$ cat src/rtl/bcd_disp_pkg.sv
`default_nettype none
// ============================================================================
// Module      : bcd_disp_pkg
// Description : Shared types, constants and helpers for the BCD display scan
//               block: conversion FSM state type, active-low segment patterns,
//               digit/step counts, segment decoder and one double-dabble step.
// Revision    : 1.0 - initial release
// ============================================================================
package bcd_disp_pkg;

    typedef enum logic [1:0] {
        S_SAMPLE = 2'd0,
        S_SHIFT  = 2'd1,
        S_LOAD   = 2'd2
    } state_t;

    localparam int NUM_DIGITS  = 4;
    localparam int SHIFT_STEPS = 6;

    // Segment patterns, bit order {g,f,e,d,c,b,a}, active-low.
    localparam logic [6:0] c_SEG_0     = 7'b1000000;
    localparam logic [6:0] c_SEG_1     = 7'b1111001;
    localparam logic [6:0] c_SEG_2     = 7'b0100100;
    localparam logic [6:0] c_SEG_3     = 7'b0110000;
    localparam logic [6:0] c_SEG_4     = 7'b0011001;
    localparam logic [6:0] c_SEG_5     = 7'b0010010;
    localparam logic [6:0] c_SEG_6     = 7'b0000010;
    localparam logic [6:0] c_SEG_7     = 7'b1111000;
    localparam logic [6:0] c_SEG_8     = 7'b0000000;
    localparam logic [6:0] c_SEG_9     = 7'b0010000;
    localparam logic [6:0] c_SEG_BLANK = 7'b1111111;

    function automatic logic [6:0] seg_decode(input logic [3:0] digit);
        logic [6:0] w_seg;
        case (digit)
            4'd0:    w_seg = c_SEG_0;
            4'd1:    w_seg = c_SEG_1;
            4'd2:    w_seg = c_SEG_2;
            4'd3:    w_seg = c_SEG_3;
            4'd4:    w_seg = c_SEG_4;
            4'd5:    w_seg = c_SEG_5;
            4'd6:    w_seg = c_SEG_6;
            4'd7:    w_seg = c_SEG_7;
            4'd8:    w_seg = c_SEG_8;
            4'd9:    w_seg = c_SEG_9;
            default: w_seg = c_SEG_BLANK;
        endcase
        return w_seg;
    endfunction

    // One double-dabble iteration on {tens, units, binary[5:0]}:
    // correct any BCD nibble >= 5 by adding 3, then shift the whole word left.
    // Tens never exceeds 6 for a 6-bit input, so nothing is lost off the top.
    function automatic logic [13:0] dd_step(input logic [13:0] v);
        logic [13:0] w_t;
        w_t = v;
        if (w_t[9:6] >= 4'd5) begin
            w_t[9:6] = w_t[9:6] + 4'd3;
        end
        if (w_t[13:10] >= 4'd5) begin
            w_t[13:10] = w_t[13:10] + 4'd3;
        end
        return {w_t[12:0], 1'b0};
    endfunction

endpackage
`default_nettype wire

$ cat src/rtl/bin2bcd6.sv
`default_nettype none
// ============================================================================
// Module      : bin2bcd6
// Description : Free-running double-dabble converter for two 6-bit values.
//               S_SAMPLE (1 cycle) latches both inputs, S_SHIFT (6 cycles)
//               runs the add-3/shift steps, S_LOAD (1 cycle) presents the
//               finished BCD with o_load high. Period is 8 cycles.
// Ports       : clk, reset      - clock, synchronous active-high reset
//               i_sec, i_min    - binary values to convert (0..63)
//               o_load          - high during the S_LOAD cycle
//               o_sec_bcd       - {tens, units} of i_sec, valid with o_load
//               o_min_bcd       - {tens, units} of i_min, valid with o_load
// Revision    : 1.0 - initial release
// ============================================================================
module bin2bcd6
    import bcd_disp_pkg::*;
(
    input  logic       clk,
    input  logic       reset,
    input  logic [5:0] i_sec,
    input  logic [5:0] i_min,
    output logic       o_load,
    output logic [7:0] o_sec_bcd,
    output logic [7:0] o_min_bcd
);

    localparam logic [2:0] c_LAST_STEP = 3'(SHIFT_STEPS - 1);

    state_t      r_state;
    state_t      w_state_nxt;
    logic [2:0]  r_step;
    logic [13:0] r_sr_sec;
    logic [13:0] r_sr_min;
    logic        w_sample;
    logic        w_shift;
    logic        w_load;

    // State register
    always_ff @(posedge clk) begin
        if (reset) begin
            r_state <= S_SAMPLE;
        end else begin
            r_state <= w_state_nxt;
        end
    end

    // Next-state logic
    always_comb begin
        w_state_nxt = r_state;
        case (r_state)
            S_SAMPLE: w_state_nxt = S_SHIFT;
            S_SHIFT:  w_state_nxt = (r_step == c_LAST_STEP) ? S_LOAD : S_SHIFT;
            S_LOAD:   w_state_nxt = S_SAMPLE;
            default:  w_state_nxt = S_SAMPLE;
        endcase
    end

    // State decode
    always_comb begin
        w_sample = 1'b0;
        w_shift  = 1'b0;
        w_load   = 1'b0;
        case (r_state)
            S_SAMPLE: w_sample = 1'b1;
            S_SHIFT:  w_shift  = 1'b1;
            S_LOAD:   w_load   = 1'b1;
            default:  w_sample = 1'b0;
        endcase
    end

    // Scratch shift registers; inputs are only looked at in S_SAMPLE, so a
    // change during the shift phase waits for the next conversion.
    always_ff @(posedge clk) begin
        if (reset) begin
            r_step   <= 3'd0;
            r_sr_sec <= 14'd0;
            r_sr_min <= 14'd0;
        end else if (w_sample) begin
            r_step   <= 3'd0;
            r_sr_sec <= {8'd0, i_sec};
            r_sr_min <= {8'd0, i_min};
        end else if (w_shift) begin
            r_step   <= r_step + 3'd1;
            r_sr_sec <= dd_step(r_sr_sec);
            r_sr_min <= dd_step(r_sr_min);
        end
    end

    assign o_load    = w_load;
    assign o_sec_bcd = r_sr_sec[13:6];
    assign o_min_bcd = r_sr_min[13:6];

endmodule
`default_nettype wire

$ cat src/rtl/bcd_display_scan.sv
`default_nettype none
// ============================================================================
// Module      : bcd_display_scan
// Description : Converts mm:ss (two 6-bit binary values) to four BCD digits
//               and time-multiplexes them onto a 4-digit common-anode
//               7-segment display. Decimal point lights on the minutes-units
//               digit as the mm/ss separator.
// Parameters  : SCAN_DIV - clk cycles per digit slot (>= 2)
// Macros      : LEADING_ZERO_BLANK_EN - blank the minutes-tens digit when 0
// Ports       : clk    - rising-edge clock
//               reset  - synchronous active-high reset
//               sec    - seconds 0..63 (binary)
//               min    - minutes 0..63 (binary)
//               an     - digit anodes, active-low one-hot
//               seg    - segments {g,f,e,d,c,b,a}, active-low
//               dp     - decimal point, active-low
// Revision    : 1.0 - initial release
// ============================================================================
module bcd_display_scan
    import bcd_disp_pkg::*;
#(
    parameter int SCAN_DIV = 100000
) (
    input  logic       clk,
    input  logic       reset,
    input  logic [5:0] sec,
    input  logic [5:0] min,
    output logic [3:0] an,
    output logic [6:0] seg,
    output logic       dp
);

    localparam int             CNT_W      = $clog2(SCAN_DIV);
    localparam logic [CNT_W-1:0] c_CNT_LAST = CNT_W'(SCAN_DIV - 1);

    logic             w_load;
    logic [7:0]       w_sec_bcd;
    logic [7:0]       w_min_bcd;

    logic [CNT_W-1:0] r_scan_cnt;
    logic [1:0]       r_idx;
    logic [3:0]       r_digit     [NUM_DIGITS];
    logic [3:0]       w_digit_nxt [NUM_DIGITS];
    logic             w_wrap;
    logic [1:0]       w_idx_nxt;
    logic [3:0]       w_sel;
    logic [3:0]       r_an;
    logic [6:0]       r_seg;
    logic             r_dp;
    logic [3:0]       w_an_nxt;
    logic [6:0]       w_seg_nxt;
    logic             w_dp_nxt;

    bin2bcd6 u_bin2bcd6 (
        .clk       (clk),
        .reset     (reset),
        .i_sec     (sec),
        .i_min     (min),
        .o_load    (w_load),
        .o_sec_bcd (w_sec_bcd),
        .o_min_bcd (w_min_bcd)
    );

    // Outputs are decoded from the next index and next digits so that an,
    // seg and dp land on the same edge as the index or digit change.
    always_comb begin
        w_wrap    = (r_scan_cnt == c_CNT_LAST);
        w_idx_nxt = w_wrap ? (r_idx + 2'd1) : r_idx;

        w_digit_nxt = r_digit;
        if (w_load) begin
            w_digit_nxt[0] = w_sec_bcd[3:0];
            w_digit_nxt[1] = w_sec_bcd[7:4];
            w_digit_nxt[2] = w_min_bcd[3:0];
            w_digit_nxt[3] = w_min_bcd[7:4];
        end

        w_sel     = w_digit_nxt[w_idx_nxt];
        w_seg_nxt = seg_decode(w_sel);
`ifdef LEADING_ZERO_BLANK_EN
        if ((w_idx_nxt == 2'd3) && (w_digit_nxt[3] == 4'd0)) begin
            w_seg_nxt = c_SEG_BLANK;
        end
`else
`endif
        w_an_nxt = ~(4'b0001 << w_idx_nxt);
        w_dp_nxt = (w_idx_nxt != 2'd2);
    end

    always_ff @(posedge clk) begin
        if (reset) begin
            r_scan_cnt <= '0;
            r_idx      <= 2'd0;
            for (int i = 0; i < NUM_DIGITS; i++) begin
                r_digit[i] <= 4'd0;
            end
            r_an  <= 4'b1110;
            r_seg <= c_SEG_0;
            r_dp  <= 1'b1;
        end else begin
            r_scan_cnt <= w_wrap ? '0 : (r_scan_cnt + 1'b1);
            r_idx      <= w_idx_nxt;
            for (int i = 0; i < NUM_DIGITS; i++) begin
                r_digit[i] <= w_digit_nxt[i];
            end
            r_an  <= w_an_nxt;
            r_seg <= w_seg_nxt;
            r_dp  <= w_dp_nxt;
        end
    end

    assign an  = r_an;
    assign seg = r_seg;
    assign dp  = r_dp;

endmodule
`default_nettype wire

$ cat config.mk
export PLATFORM = sky130hd
export DESIGN_NAME = bcd_display_scan
export DESIGN_NICKNAME = d
export VERILOG_FILES = /design/src/rtl/bcd_disp_pkg.sv /design/src/rtl/bin2bcd6.sv /design/src/rtl/bcd_display_scan.sv
export SDC_FILE = /design/constraint.sdc
export NUM_CORES = 1
export LEC_CHECK = 0
export ABC_AREA = 1
export CAP_MARGIN = 40
export CORE_ASPECT_RATIO = 1.75
export CORE_UTILIZATION = 50
export CTS_CLUSTER_SIZE = 30
export DETAILED_ROUTE_END_ITERATION = 10
export PLACE_DENSITY = 0.69
export SKIP_CTS_REPAIR_TIMING = 1
export SLEW_MARGIN = 20
export SYNTH_ARGS = -nofsm -noshare
export SYNTH_HDL_FRONTEND = slang
export SYNTH_SLANG_ARGS = --single-unit
$ cat constraint.sdc
create_clock -name clk -period 4 [get_ports clk]
set_input_delay 0.8 -clock clk [delete_from_list [all_inputs] [get_ports clk]]
set_output_delay 0.8 -clock clk [all_outputs]
set_load 0.05 [all_outputs]
# Word-level counts from Yosys, hierarchy flattened

Memories as Yosys holds them, arrays and structs flattened. A register that Yosys moved wholly into a read port is not among the register bits.
Index checks and enable logic that the tools add are counted.

Eq/ne operators: 5
Shifts and indexed selects: 1
Add/subtract/negate cells: 7
Bitwise logic cells: 2
$lt $le $gt $ge: 5
Mux-type cells: 18
Reduce and logical (&&, ||, !) cells: 4

Operators by type and width:

| kind                                                                                 | number |
|---|---|
| 6-bit two-way mux                                                                    | 4 |
| 17-bit by 1-bit adder with 17-bit output (second input constant)                     | 1 |
| 17-bit == test (second input constant)                                               | 1 |
| 4-bit by 3-bit greater-or-equal comparator with 1-bit output (second input constant) | 4 |
| 16-bit two-way mux                                                                   | 1 |
| 4-bit two-way mux                                                                    | 4 |
| 4-bit by 2-bit adder with 4-bit output (second input constant)                       | 2 |
| 4-bit binary-select mux with 2-bit select                                            | 1 |
| 3-bit by 2-bit adder with 3-bit output (second input constant)                       | 2 |
| 3-bit two-way mux                                                                    | 2 |
| 2-bit two-way mux                                                                    | 2 |
| 4-bit inverter                                                                       | 1 |
| 2-bit one-hot mux with 2 select lines                                                | 1 |
| 2-bit OR reduction                                                                   | 2 |
| 1-bit by 2-bit left shift with 4-bit output (first input constant)                   | 1 |
| 3-bit by 1-bit adder with 3-bit output (second input constant)                       | 1 |
| 3-bit == test (second input constant)                                                | 1 |
| 3-bit greater-or-equal comparator (second input constant)                            | 1 |
| 1-bit two-way mux                                                                    | 3 |
| 2-bit inverter with 3-bit output                                                     | 1 |
| 2-bit by 1-bit adder with 2-bit output (second input constant)                       | 1 |
| 2-bit by 1-bit == test with 1-bit output (second input constant)                     | 1 |
| 2-bit == test (second input constant)                                                | 1 |
| 2-bit logical NOT                                                                    | 1 |
| other kinds (2)                                                                      | 2 |

Bits in read-only memories: 112
Memories kept: 1
Output and inout port bits: 12
Input bits: 14
Bits in registers: 73
Logic and storage cells: 57

Memories:

| memory           | words | width | rd ports | clocked after Yosys merged registers in | wr ports | line               | RTL |
|---|---|---|---|---|---|---|---|
| (name not given) | 16    | 7     | 1        | 1                                       | 0        | bcd_disp_pkg.sv:35 | `case (digit)` |

# Longest topological paths before layout

Depth in word-level cells: 6
Gate-level depth with buffers: 16
Gate-level depth less buffers: 15

# Cells and area by module

From an unflattened synthesis, not the netlist that was laid out.

Cell total of the unflattened synthesis: 567
Area, all modules: 4068.9 um2

By module, submodules not included:

| module           | instances | area an instance (um2) | cells an instance |
|---|---|---|---|
| bcd_display_scan | 1         | 2239.6                 | 299 |
| bin2bcd6         | 1         | 1829.3                 | 268 |

# Worst setup path after synthesis

OpenSTA, ideal clock, no wires.

Path type: register to register
Start: reg r_scan_cnt[0]
End: reg r_seg[3] (netlist: seg[3])
Data arrival time: 2.015 ns
Required time: 3.868 ns
Buffers on the path: 1
Library setup time: 0.132 ns
Cell stages (with the launch flop): 16
Path slack: 1.853 ns
Period minus slack after synthesis: 2.147 ns
Cells stage by stage: dfxtp_1 -> ha_1 -> nand3_2 -> nor2_4 -> nand4_4 -> nand2_4 -> buf_6 -> nand2_1 -> o21ai_1 -> nand2_1 -> nand2_2 -> inv_1 -> ha_1 -> nand3_1 -> nand3_1 -> a21oi_1

Longest elaborated chain between the ends: 6

RTL lines:

| item                                                   | line                    | RTL |
|---|---|---|
| start: declaration                                     | bcd_display_scan.sv:40  | `logic [CNT_W-1:0] r_scan_cnt;` |
| start signal: assignment                               | bcd_display_scan.sv:101 | `r_scan_cnt <= w_wrap ? '0 : (r_scan_cnt + 1'b1);` |
| 17-bit == test                                         | bcd_display_scan.sv:67  | `w_wrap = (r_scan_cnt == c_CNT_LAST);` |
| 2-bit two-way mux                                      | bcd_display_scan.sv:68  | `w_idx_nxt = w_wrap ? (r_idx + 2'd1) : r_idx;` |
| 2-bit inverter with 3-bit output (implied by the code) | bcd_display_scan.sv:78  | `w_sel = w_digit_nxt[w_idx_nxt];` |
| 4-bit binary-select mux with 2-bit select              | bcd_display_scan.sv:78  |  |
| 4-bit two-way mux (implied by the code) (2 in series)  | bcd_display_scan.sv:78  |  |
| end: declaration                                       | bcd_display_scan.sv:48  | `logic [6:0] r_seg;` |

Every way passes these cells. The select of a mux whose other input is x is not followed.
A chain may end at the register's enable or synchronous reset.

# Worst setup path in the final report

Ends and elaborated chain as after synthesis.

==> impl_metrics.yaml <==
run_status:
  status: "finished, final reports clean"
synthesis:
  synth_area_um2: 3840
  synth.distinct_cells: 37
  synth.area.top_cells: "dfxtp_1 (41%), nand2_1 (10%), inv_1 (7.1%), nor2_1 (5.6%), ha_1 (5.2%)"
  synth_xor_xnor_area_share_pct: 3.42
  synth-seq-cells: 79
  synth_ff_type: "dfxtp_1"
  synth-adder-area-share_pct: 5.22
  yosysMostFrequentCell: "nand2_1"
  syn-num-nets: 551
  synth_top_area_cell: "dfxtp_1"
  yosysSeqAreaShare_pct: 41.2
  muxShareOfSynthArea_pct: 0
  synth_top_family_by_area: "simple AND/OR/NAND/NOR gates"
  synth_edf_count: 0
  synth_top_cell_area_share_pct: 41.2
  ys_warn_count: 0
  syn_avg_cell_area_um2: 7.37
  syn_inst: 521
  synthArstFlopShare_pct: 0
  synth_compound_area_share_pct: 11.9
  yosys.area_share.simple_pct: 28.0
  synth_common_cells: "nand2_1 (104), dfxtp_1 (79), inv_1 (73), nor2_1 (57), a21oi_1 (36)"
global_routing:
  grt_pass1_wl_um: 13700
  antenna_found_initial: 0
  grt.total_usage_pct: 22.7
  grt_pass1_vias: 3220
  grt.overflow.total: 0
  grt_max_degree: 25
clock_network:
  clk_pin_slew_ps: 60
  htree_levels: 3
  clk_latency_ps: 340
  clock_path_buffers: 2
  cts_tree: "built"
  cts_inserted_buffers: 9
  root_buffer: "clkbuf_16"
  cts_num_sinks: 79
routing:
  vias: 3254
  dr_wl_met2_um: 4690
  detail_route.wl_per_cell_um: 12.8
  dr.pass1.iters: 4
  dr.first_iter.drc_count: 143
  wl_met3_um: 166
  wl_um: 8130
  viasPerCell: 5.12
  routed.top_layer: "met4"
  wl_met1_um: 3040
  remaining_drc_errors: 0
  antenna_left: 0
place:
  placed_area_um2: 4160
  gp_congestion: 0.779
  dp_hpwl_um: 6000
  port_buffers: 25
final_layout:
  finish.instance_area_um2: 4450
  fin_nets: 575
  synthToLayoutAreaGrowth_pct: 16.1
  drive_above_1_share_pct: 8.93
  antenna_cells: 0
setup_path:
  cp.required_ps: 4270
  path_class: "flip-flop to flip-flop"
  start_kind: "flip-flop"
  r2r_start: "r_scan_cnt[0]"
  setup.worst_path.start: "r_scan_cnt[0]"
  endpoint_kind: "flip-flop"
  critical_path.cell_chain: "ha_1 -> nand3_2 -> nor2_4 -> nand4_4 -> nand2_4 -> nand2_1 -> o21ai_1 -> nand2_1 -> nand2_2 -> inv_1 -> ha_1 -> nand3_1 -> nand3_1 -> a21oi_1"
  worstPathArrival_ps: 2700
  crit_buf_inv: 1
  slowest_delay_ps: 350
  critical-path-top-delay-family: "simple AND/OR/NAND/NOR gates"
  worst_path_max_delay_cell: "dfxtp_1"
  cp_max_fo: 14
pwr:
  vdd_drop_max_mv: 0.216
  switching_share_pct: 21.4
  power_uw: 1720
  pwr-share-seq_pct: 47.5
  p_sw_uw: 367
  power.leakage_uw: 0.00200
  combPwrFrac_pct: 4.9
  p_clk_share_pct: 47.6
  p_per_area_nw_per_um2: 385
  p_int_uw: 1350
sta:
  setup_tns_ps: 0
  rsz0062_at_grt: "no"
  worst_pin_slew_ps: 780
  hold_viol: 0
  maxSlewHeadroom_pct: 47.8
  post-route-period-util_pct: 60.8
  setup_violations: 0
  clock.fmax_mhz: 411
  min_period_ps: 2430
  slew_violations: 0
  skew_ps: 5.97
floorplanning:
  initial_utilization_pct: 52.3
  fp.dieW_um: 68.2
  coreArea_um2: 7340
  die_y_um: 118
  die-area_um2: 8040
  placementRows: 41
  io_pins: 26
hold_path:
  hp-start: "r_scan_cnt[0]"
  hp-class: "flip-flop to flip-flop"
flow_run:
  maxCapViolCount: 0
==> stage by stage <==
step | worst slack (ps) | cells | hold WS (ps) | util [%]
detailed placement | 1280 | 620 | 439 | 56.7
floorplan | 1850 | 521 | 402 | -
finish | 1570 | 635 | 451 | 60.7
CTS | 1530 | 635 | 458 | 60.7
global route | 1290 | 635 | 480 | 60.7
global placement | 1300 | 619 | 426 | 56.5
==> worst paths after layout <==
| path | endpoint | slack (ps) | cells past startpoint |
|---|---|---|---|
| worst max-delay path | seg[3] | 1570 | 14 |
| worst min-delay path | r_scan_cnt[0] | 450 | 1 |
| worst max register to register | seg[3] | 1570 | 14 |
| worst min register to register | r_scan_cnt[0] | 450 | 1 |
==> registers in the layout, indices dropped and copies added (netlist names) <==
register / cells
an: 4
seg: 7
u_bin2bcd6.r_sr_sec: 14
u_bin2bcd6.r_state: 2
r_scan_cnt: 17
u_bin2bcd6.r_step: 3
u_bin2bcd6.r_sr_min: 14
r_idx: 2
r_digit: 16
==> power groups by stage <==
stage	logic [uW]	clock network [uW]	registers, uW
floorplan	56.3	0	828
global placement	82.9	0	831
detailed placement	85.5	0	831
CTS	86.0	827	814
global route	97.5	861	816
finish	84.9	816	814
==> metal layers <==
layer	global-route usage, %	up-vias
li1	-	1698
met3	4.75	15
met5	0	-
met4	10.7	0
met2	43.3	32
met1	21.1	1509
==> worst reg2reg max path, delay by kind of cell (launching register included) <==
| family | cells | cell delay (ps) |
|---|---|---|
| buffers and inverters | 1 | 80 |
| AOI/OAI and AO/OA | 2 | 210 |
| and+or+nand+nor | 9 | 1240 |
| adders and majority gates | 2 | 480 |
| DFF | 1 | 350 |
==> cells by family after synthesis <==
group / after synthesis
flops: 79
fa+ha+maj: 16
compound gates: 82
buf+inv: 99
xor+xnor: 15
simple gates: 230
==> layout make-up <==
cell class / count / area, um2
inverters: 82 / 310
fillers: 706 / 2880
clock buffers: 11 / 253
multi-input cells: 343 / 1870
clock inverters: 4 / 45.0
flip-flops and latches: 79 / 1580
well taps: 86 / 108
repair buffers: 30 / 292
==> placed cells by master, fill, tap and decap left out, drive strengths merged <==
master / synthesis / final
o21a: 1 / 1
nor2: 60 / 60
o21bai: 2 / 2
nor3: 3 / 3
nor3b: 4 / 4
buf: 6 / 5
xnor2: 4 / 4
o221ai: 1 / 1
a21oi: 36 / 36
clkinv: 2 / 5
dfxtp: 79 / 79
o21ai: 28 / 28
nand3b: 5 / 5
inv: 80 / 80
clkdlybuf4s50: 0 / 25
clkbuf: 11 / 11
xor2: 11 / 11
nand4: 4 / 4
o311ai: 1 / 1
a22oi: 3 / 3
bufinv: 0 / 1
nand3: 36 / 36
nor4: 2 / 2
nand2: 116 / 116
ha: 16 / 16
o211ai: 10 / 10
No activity file was read; power rests on OpenSTA's default activity.
